## src/rtl/sap_pkg.sv

```systemverilog
// Shared SAP-1 constants and the program loader state type.
// The widths are shared with the SRAM and the MAR.
package sap_pkg;

   localparam int DATA_W = 9;
   localparam int ADDR_W = 5;
   localparam int DEPTH  = 16;

   typedef enum logic [2:0] {
      IDLE  = 3'd0,
      LOAD  = 3'd1,
      CHECK = 3'd2,
      RUN   = 3'd3,
      ERR   = 3'd4
   } loader_state_e;

endpackage

```

## src/rtl/sap_cksum_acc.sv

```systemverilog
// Modular checksum accumulator for the program loader.
// sum_zero reports whether adding check_word would bring the running sum to zero.
module sap_cksum_acc
   import sap_pkg::*;
#(
   parameter int DATA_W = sap_pkg::DATA_W
) (
   input  logic              clk,
   input  logic              rst,
   input  logic              clear,
   input  logic              add_en,
   input  logic [DATA_W-1:0] add_data,
   input  logic [DATA_W-1:0] check_word,
   output logic              sum_zero
);

   logic [DATA_W-1:0] acc;
   logic [DATA_W-1:0] total;

   // Addition wraps naturally at the register width, giving the sum modulo 2^DATA_W.
   always_ff @(posedge clk or posedge rst) begin
      if (rst) begin
         acc <= '0;
      end else if (clear) begin
         acc <= '0;
      end else if (add_en) begin
         acc <= acc + add_data;
      end
   end

   assign total    = acc + check_word;
   assign sum_zero = (total == '0);

endmodule

```

## src/rtl/sap_prog_loader.sv

```systemverilog
// SAP-1 program loader: streams DEPTH words into the program SRAM, validates a
// trailing checksum and holds the CPU in reset until a good load completes.
module sap_prog_loader
   import sap_pkg::*;
#(
   parameter int DATA_W = sap_pkg::DATA_W,
   parameter int ADDR_W = sap_pkg::ADDR_W,
   parameter int DEPTH  = sap_pkg::DEPTH
) (
   input  logic              clk,
   input  logic              rst,
   input  logic              start,
   input  logic              in_valid,
   input  logic [DATA_W-1:0] in_data,
   output logic              in_ready,
   output logic              mem_we,
   output logic [ADDR_W-1:0] mem_addr,
   output logic [DATA_W-1:0] mem_wdata,
   output logic              cpu_rst,
   output logic              busy,
   output logic              done,
   output logic              err,
   output logic [ADDR_W-1:0] word_cnt
);

   localparam logic [2:0] ST_IDLE  = IDLE;
   localparam logic [2:0] ST_LOAD  = LOAD;
   localparam logic [2:0] ST_CHECK = CHECK;
   localparam logic [2:0] ST_RUN   = RUN;
   localparam logic [2:0] ST_ERR   = ERR;

   localparam logic [ADDR_W-1:0] LAST_IDX = ADDR_W'(DEPTH - 1);
   localparam logic [ADDR_W-1:0] CNT_MAX  = ADDR_W'(DEPTH);

   logic [2:0] state;
   logic       xfer;
   logic       load_xfer;
   logic       check_xfer;
   logic       begin_load;
   logic       cksum_ok;

   // All status outputs decode the registered state, so none can glitch on inputs.
   assign in_ready   = (state == ST_LOAD) || (state == ST_CHECK);
   assign busy       = in_ready;
   assign done       = (state == ST_RUN);
   assign err        = (state == ST_ERR);
   assign cpu_rst    = (state != ST_RUN);

   assign xfer       = in_valid && in_ready;
   assign load_xfer  = xfer && (state == ST_LOAD);
   assign check_xfer = xfer && (state == ST_CHECK);
   assign begin_load = start && ((state == ST_IDLE) || (state == ST_RUN) || (state == ST_ERR));

   sap_cksum_acc #(
      .DATA_W(DATA_W)
   ) u_cksum (
      .clk       (clk),
      .rst       (rst),
      .clear     (begin_load),
      .add_en    (load_xfer),
      .add_data  (in_data),
      .check_word(in_data),
      .sum_zero  (cksum_ok)
   );

   // Leaving RUN on start reasserts cpu_rst on that same edge, so the CPU never runs mid-reload.
   always_ff @(posedge clk or posedge rst) begin
      if (rst) begin
         state <= ST_IDLE;
      end else begin
         case (state)
            ST_IDLE, ST_RUN, ST_ERR: begin
               if (start) begin
                  state <= ST_LOAD;
               end
            end
            ST_LOAD: begin
               if (load_xfer && (word_cnt == LAST_IDX)) begin
                  state <= ST_CHECK;
               end
            end
            ST_CHECK: begin
               if (check_xfer) begin
                  state <= cksum_ok ? ST_RUN : ST_ERR;
               end
            end
            default: state <= ST_IDLE;
         endcase
      end
   end

   always_ff @(posedge clk or posedge rst) begin
      if (rst) begin
         word_cnt <= '0;
      end else if (begin_load) begin
         word_cnt <= '0;
      end else if (load_xfer && (word_cnt != CNT_MAX)) begin
         word_cnt <= word_cnt + 1'b1;
      end
   end

   // One-cycle registered write pulse; address and data hold between writes.
   always_ff @(posedge clk or posedge rst) begin
      if (rst) begin
         mem_we    <= 1'b0;
         mem_addr  <= '0;
         mem_wdata <= '0;
      end else begin
         mem_we <= load_xfer;
         if (load_xfer) begin
            mem_addr  <= word_cnt;
            mem_wdata <= in_data;
         end
      end
   end

endmodule

```

## config.mk

```make
export PLATFORM = sky130hd
export DESIGN_NAME = sap_prog_loader
export DESIGN_NICKNAME = d
export VERILOG_FILES = /design/src/rtl/sap_pkg.sv /design/src/rtl/sap_cksum_acc.sv /design/src/rtl/sap_prog_loader.sv
export SDC_FILE = /design/constraint.sdc
export NUM_CORES = 1
export LEC_CHECK = 0
export ABC_AREA = 1
export BUFFER_PORTS_ARGS = -buffer_cell sky130_fd_sc_hd__buf_2
export CORE_UTILIZATION = 30
export DETAILED_ROUTE_END_ITERATION = 16
export GPL_ROUTABILITY_DRIVEN = 0
export SLEW_MARGIN = 5
export SYNTH_ARGS = -nofsm -noshare
export SYNTH_HDL_FRONTEND = slang
export SYNTH_SLANG_ARGS = --single-unit
```

## constraint.sdc

```tcl
create_clock -name clk -period 1.7 [get_ports clk]
set_input_delay 0.425 -clock clk [delete_from_list [all_inputs] [get_ports clk]]
set_output_delay 0.425 -clock clk [all_outputs]
set_load 0.02 [all_outputs]
```

==> reports/qor.yml <==
logic_synthesis:
  synth_top_area_share_pct: 43.1
  synth-seq-area-share_pct: 43.1
  syn_inst: 238
  synth-edff-count: 0
  yosys_warnings: 0
  synthTopCellsByArea: "dfrtp_1, nand2_1, ha_1"
  ys_async_sr_fraction_pct: 100
  ys.flop_type: "dfrtp_1"
  ys_ff_latch: 32
  synth_cell_type_count: 28
  avgSynthCellArea_sq_um: 7.80
  synth_top_area_cell: "dfrtp_1"
  synth_nets: 263
  netlist_area_sq_mm: 0.00186
timing:
  fin_crit_ps: 1860
  maxSlewViolCount: 0
  hold_viol: 0
  rsz0062_at_grt: "yes"
  max_freq_mhz: 539
  finalWorstSetupSlack_ps: -156
  tightest_slew_ps: 432
  setup_viol: 4
  fin_setup_tns_ps: -482
  fin_crit_sh_pct: 109
  slew_headroom_pct: 71.2
  fin_skew_ps: 8.50
finish:
  fin_cells: 378
  stdcell_area_sq_mm: 0.00250
  areaGrowthSynthToFinish_pct: 34.4
  drive_gt1_share_pct: 36.0
  diodes: 0
  nNetsFinal: 327
detailed_routing:
  routedWlPerCell_microns: 11.5
  vias: 1726
  via_per_inst: 4.57
  first_iter_violations: 78
  wirelength_mm: 4.35
  first_pass_iters: 4
  drc: 0
  drt.antenna.violating_nets: 0
global_routing:
  grt_use_total_pct: 14.9
  grt_overflow_total: 0
  grt_max_degree: 33
  antenna_found_initial: 0
  grt_pass1_wl_mm: 7.31
  grt_pass1_vias: 1588
critical_path:
  critPathRequiredTime_ps: 1920
  critPathKind: "reg2reg"
  crit_path_end_kind: "flip-flop"
  crit_arrival_ps: 2080
  crit_fanout: 3
  start_kind: "flip-flop"
power:
  power.share.switching_pct: 44.1
  ir_drop_mv: 0.800
  total_power_mw: 4.16
  p_leak_nw: 1.39
  switching_power_mw: 1.84
  p_clk_share_pct: 14.9
  p_seq_share_pct: 28.9
  p_comb_share_pct: 56.3
  power.density_mw_per_mm2: 1670
  intPower_mw: 2.32
cts:
  cts_buffer_depth: 2
  cts.sinks: 32
  numCtsBuffers: 5
  clkTransAtPathRegs_ps: 70
  h-tree-depth: 2
  cts_hold_buffers: 0
  cts_tree: "built"
  clk_latency_ps: 290
  ctsRootBufferMaster: "clkbuf_8"
run_status:
  violations: "negative setup slack"
  status: "finished with violations"
hold_path:
  min_path_type: "in2async"
placed_design:
  io_buffers: 37
  dp.cells: 360
  place_area_sq_mm: 0.00224
  hpwl_mm: 3.08
floorplanning:
  dieArea_sq_mm: 0.00651
  core_area_sq_mm: 0.00596
  die_h_microns: 80.7
  fp-row-count: 28
  initial_core_util_pct: 31.2
  boundaryPins: 38
  fp.dieW_microns: 80.7
job:
  cap_violations: 0
[final timing paths]
path	from	end	slack (ps)	cells after the start
hold reg to reg	mem_wdata[5]$_DFFE_PP0P_	mem_wdata[5]$_DFFE_PP0P_	470	2
max in group asynchronous	rst	state[0]$_DFFE_PP0P_	1150	3
setup reg to reg	u_cksum.acc[0]$_DFFE_PP0P_	state[1]$_DFFE_PP0P_	-160	12
setup / recovery	u_cksum.acc[0]$_DFFE_PP0P_	state[1]$_DFFE_PP0P_	-160	12
hold / removal	rst	mem_addr[0]$_DFFE_PP0P_	210	3
min in group clk	in_data[7]	mem_wdata[7]$_DFFE_PP0P_	350	3
[cells in the final DEF, fill, tap and decap left out, types with 8 or more instances in the layout]
cell type and n:
o21ai_0 10, nand2_1 83, inv_1 24, ha_1 9, dfrtp_1 31, nand3_1 16, buf_2 34, buf_4 26
nand2_2 8
[cell usage after synthesis (all sizes together) (2+ instances only)]
master  number
o22ai        2
ha          11
nor3         3
or2          2
nor2         9
nand4        2
o21ai       14
a21oi        7
nand3       22
dfrtp       32
nand2       92
buf          3
inv         30
xor2         3
clkbuf       3
[registers in the layout, indices dropped and copies added (netlist names)]
signal and count:
mem_wdata 9, mem_addr 5, u_cksum.acc 9, state 3, mem_we 1, word_cnt 5
[metrics by stage]
stage	utilization, %	worst slack, ps	hold WS [ps]
6_report	41.9	-156	212
2_1_floorplan	-	-141	473
3_3_place_gp	37.6	-370	456
4_1_cts	40.0	-176	229
5_1_grt	41.9	-279	267
3_5_place_dp	37.6	-402	461
[critical path, stage by stage, from the launching register on]
cell,delay (ps)
dfrtp_1,410
ha_4,180
fa_2,350
nand2_2,70
nand2_2,70
nand2_2,80
xor2_2,170
nand3_2,120
nor2_4,130
nand3_2,70
nand2_1,60
nand2_1,40
nand2_1,50
[cell type report]
cell class / count / area (sq um)
fillers: 618 / 3460
clock buffers: 6 / 82.6
well taps: 75 / 93.8
inverters: 30 / 113
repair buffers: 63 / 399
clock inverters: 2 / 10.0
flip-flops and latches: 32 / 802
multi-input cells: 170 / 996
[power by group through the flow]
stage | clock, mW | combinational (mW) | sequential, mW
finish | 0.618 | 2.34 | 1.20
global route | 0.681 | 2.61 | 1.24
CTS | 0.643 | 2.12 | 1.20
detailed placement | 0 | 1.99 | 1.22
global placement | 0 | 1.97 | 1.21
floorplan | 0 | 1.16 | 1.41
[timing repair]
| action | CTS | global route |
|---|---|---|
| gates resized for setup | 10 | 19 |
| setup buffers | 3 | 8 |
| pin swaps | 12 | 7 |
| endpoints found under the setup margin | 8 | 13 |
[layer usage]
| layer | vias up | wire length (microns) | global-route usage [%] |
|---|---|---|---|
| met3 | 6 | 211 | 4.55 |
| li1 | 885 | - | - |
| met1 | 797 | 1990 | 17.5 |
| met5 | - | 0 | 0 |
| met2 | 38 | 2100 | 25.8 |
| met4 | 0 | 47 | 4.29 |
[cell families (layout without fill, tap and decap cells)]
| family | count (synthesis) | in the layout | synth area share [%] |
|---|---|---|---|
| AO/OA/AOI/OAI | 24 | 24 | 7.48 |
| XOR/XNOR | 3 | 3 | 1.42 |
| adder cells (fa/ha/maj) | 12 | 12 | 8.49 |
| buffers and inverters | 36 | 101 | 7.75 |
| flip-flops | 32 | 32 | 43.1 |
| AND/OR/NAND/NOR | 131 | 131 | 31.7 |
Note: power is estimated with default switching activity, not from simulation.
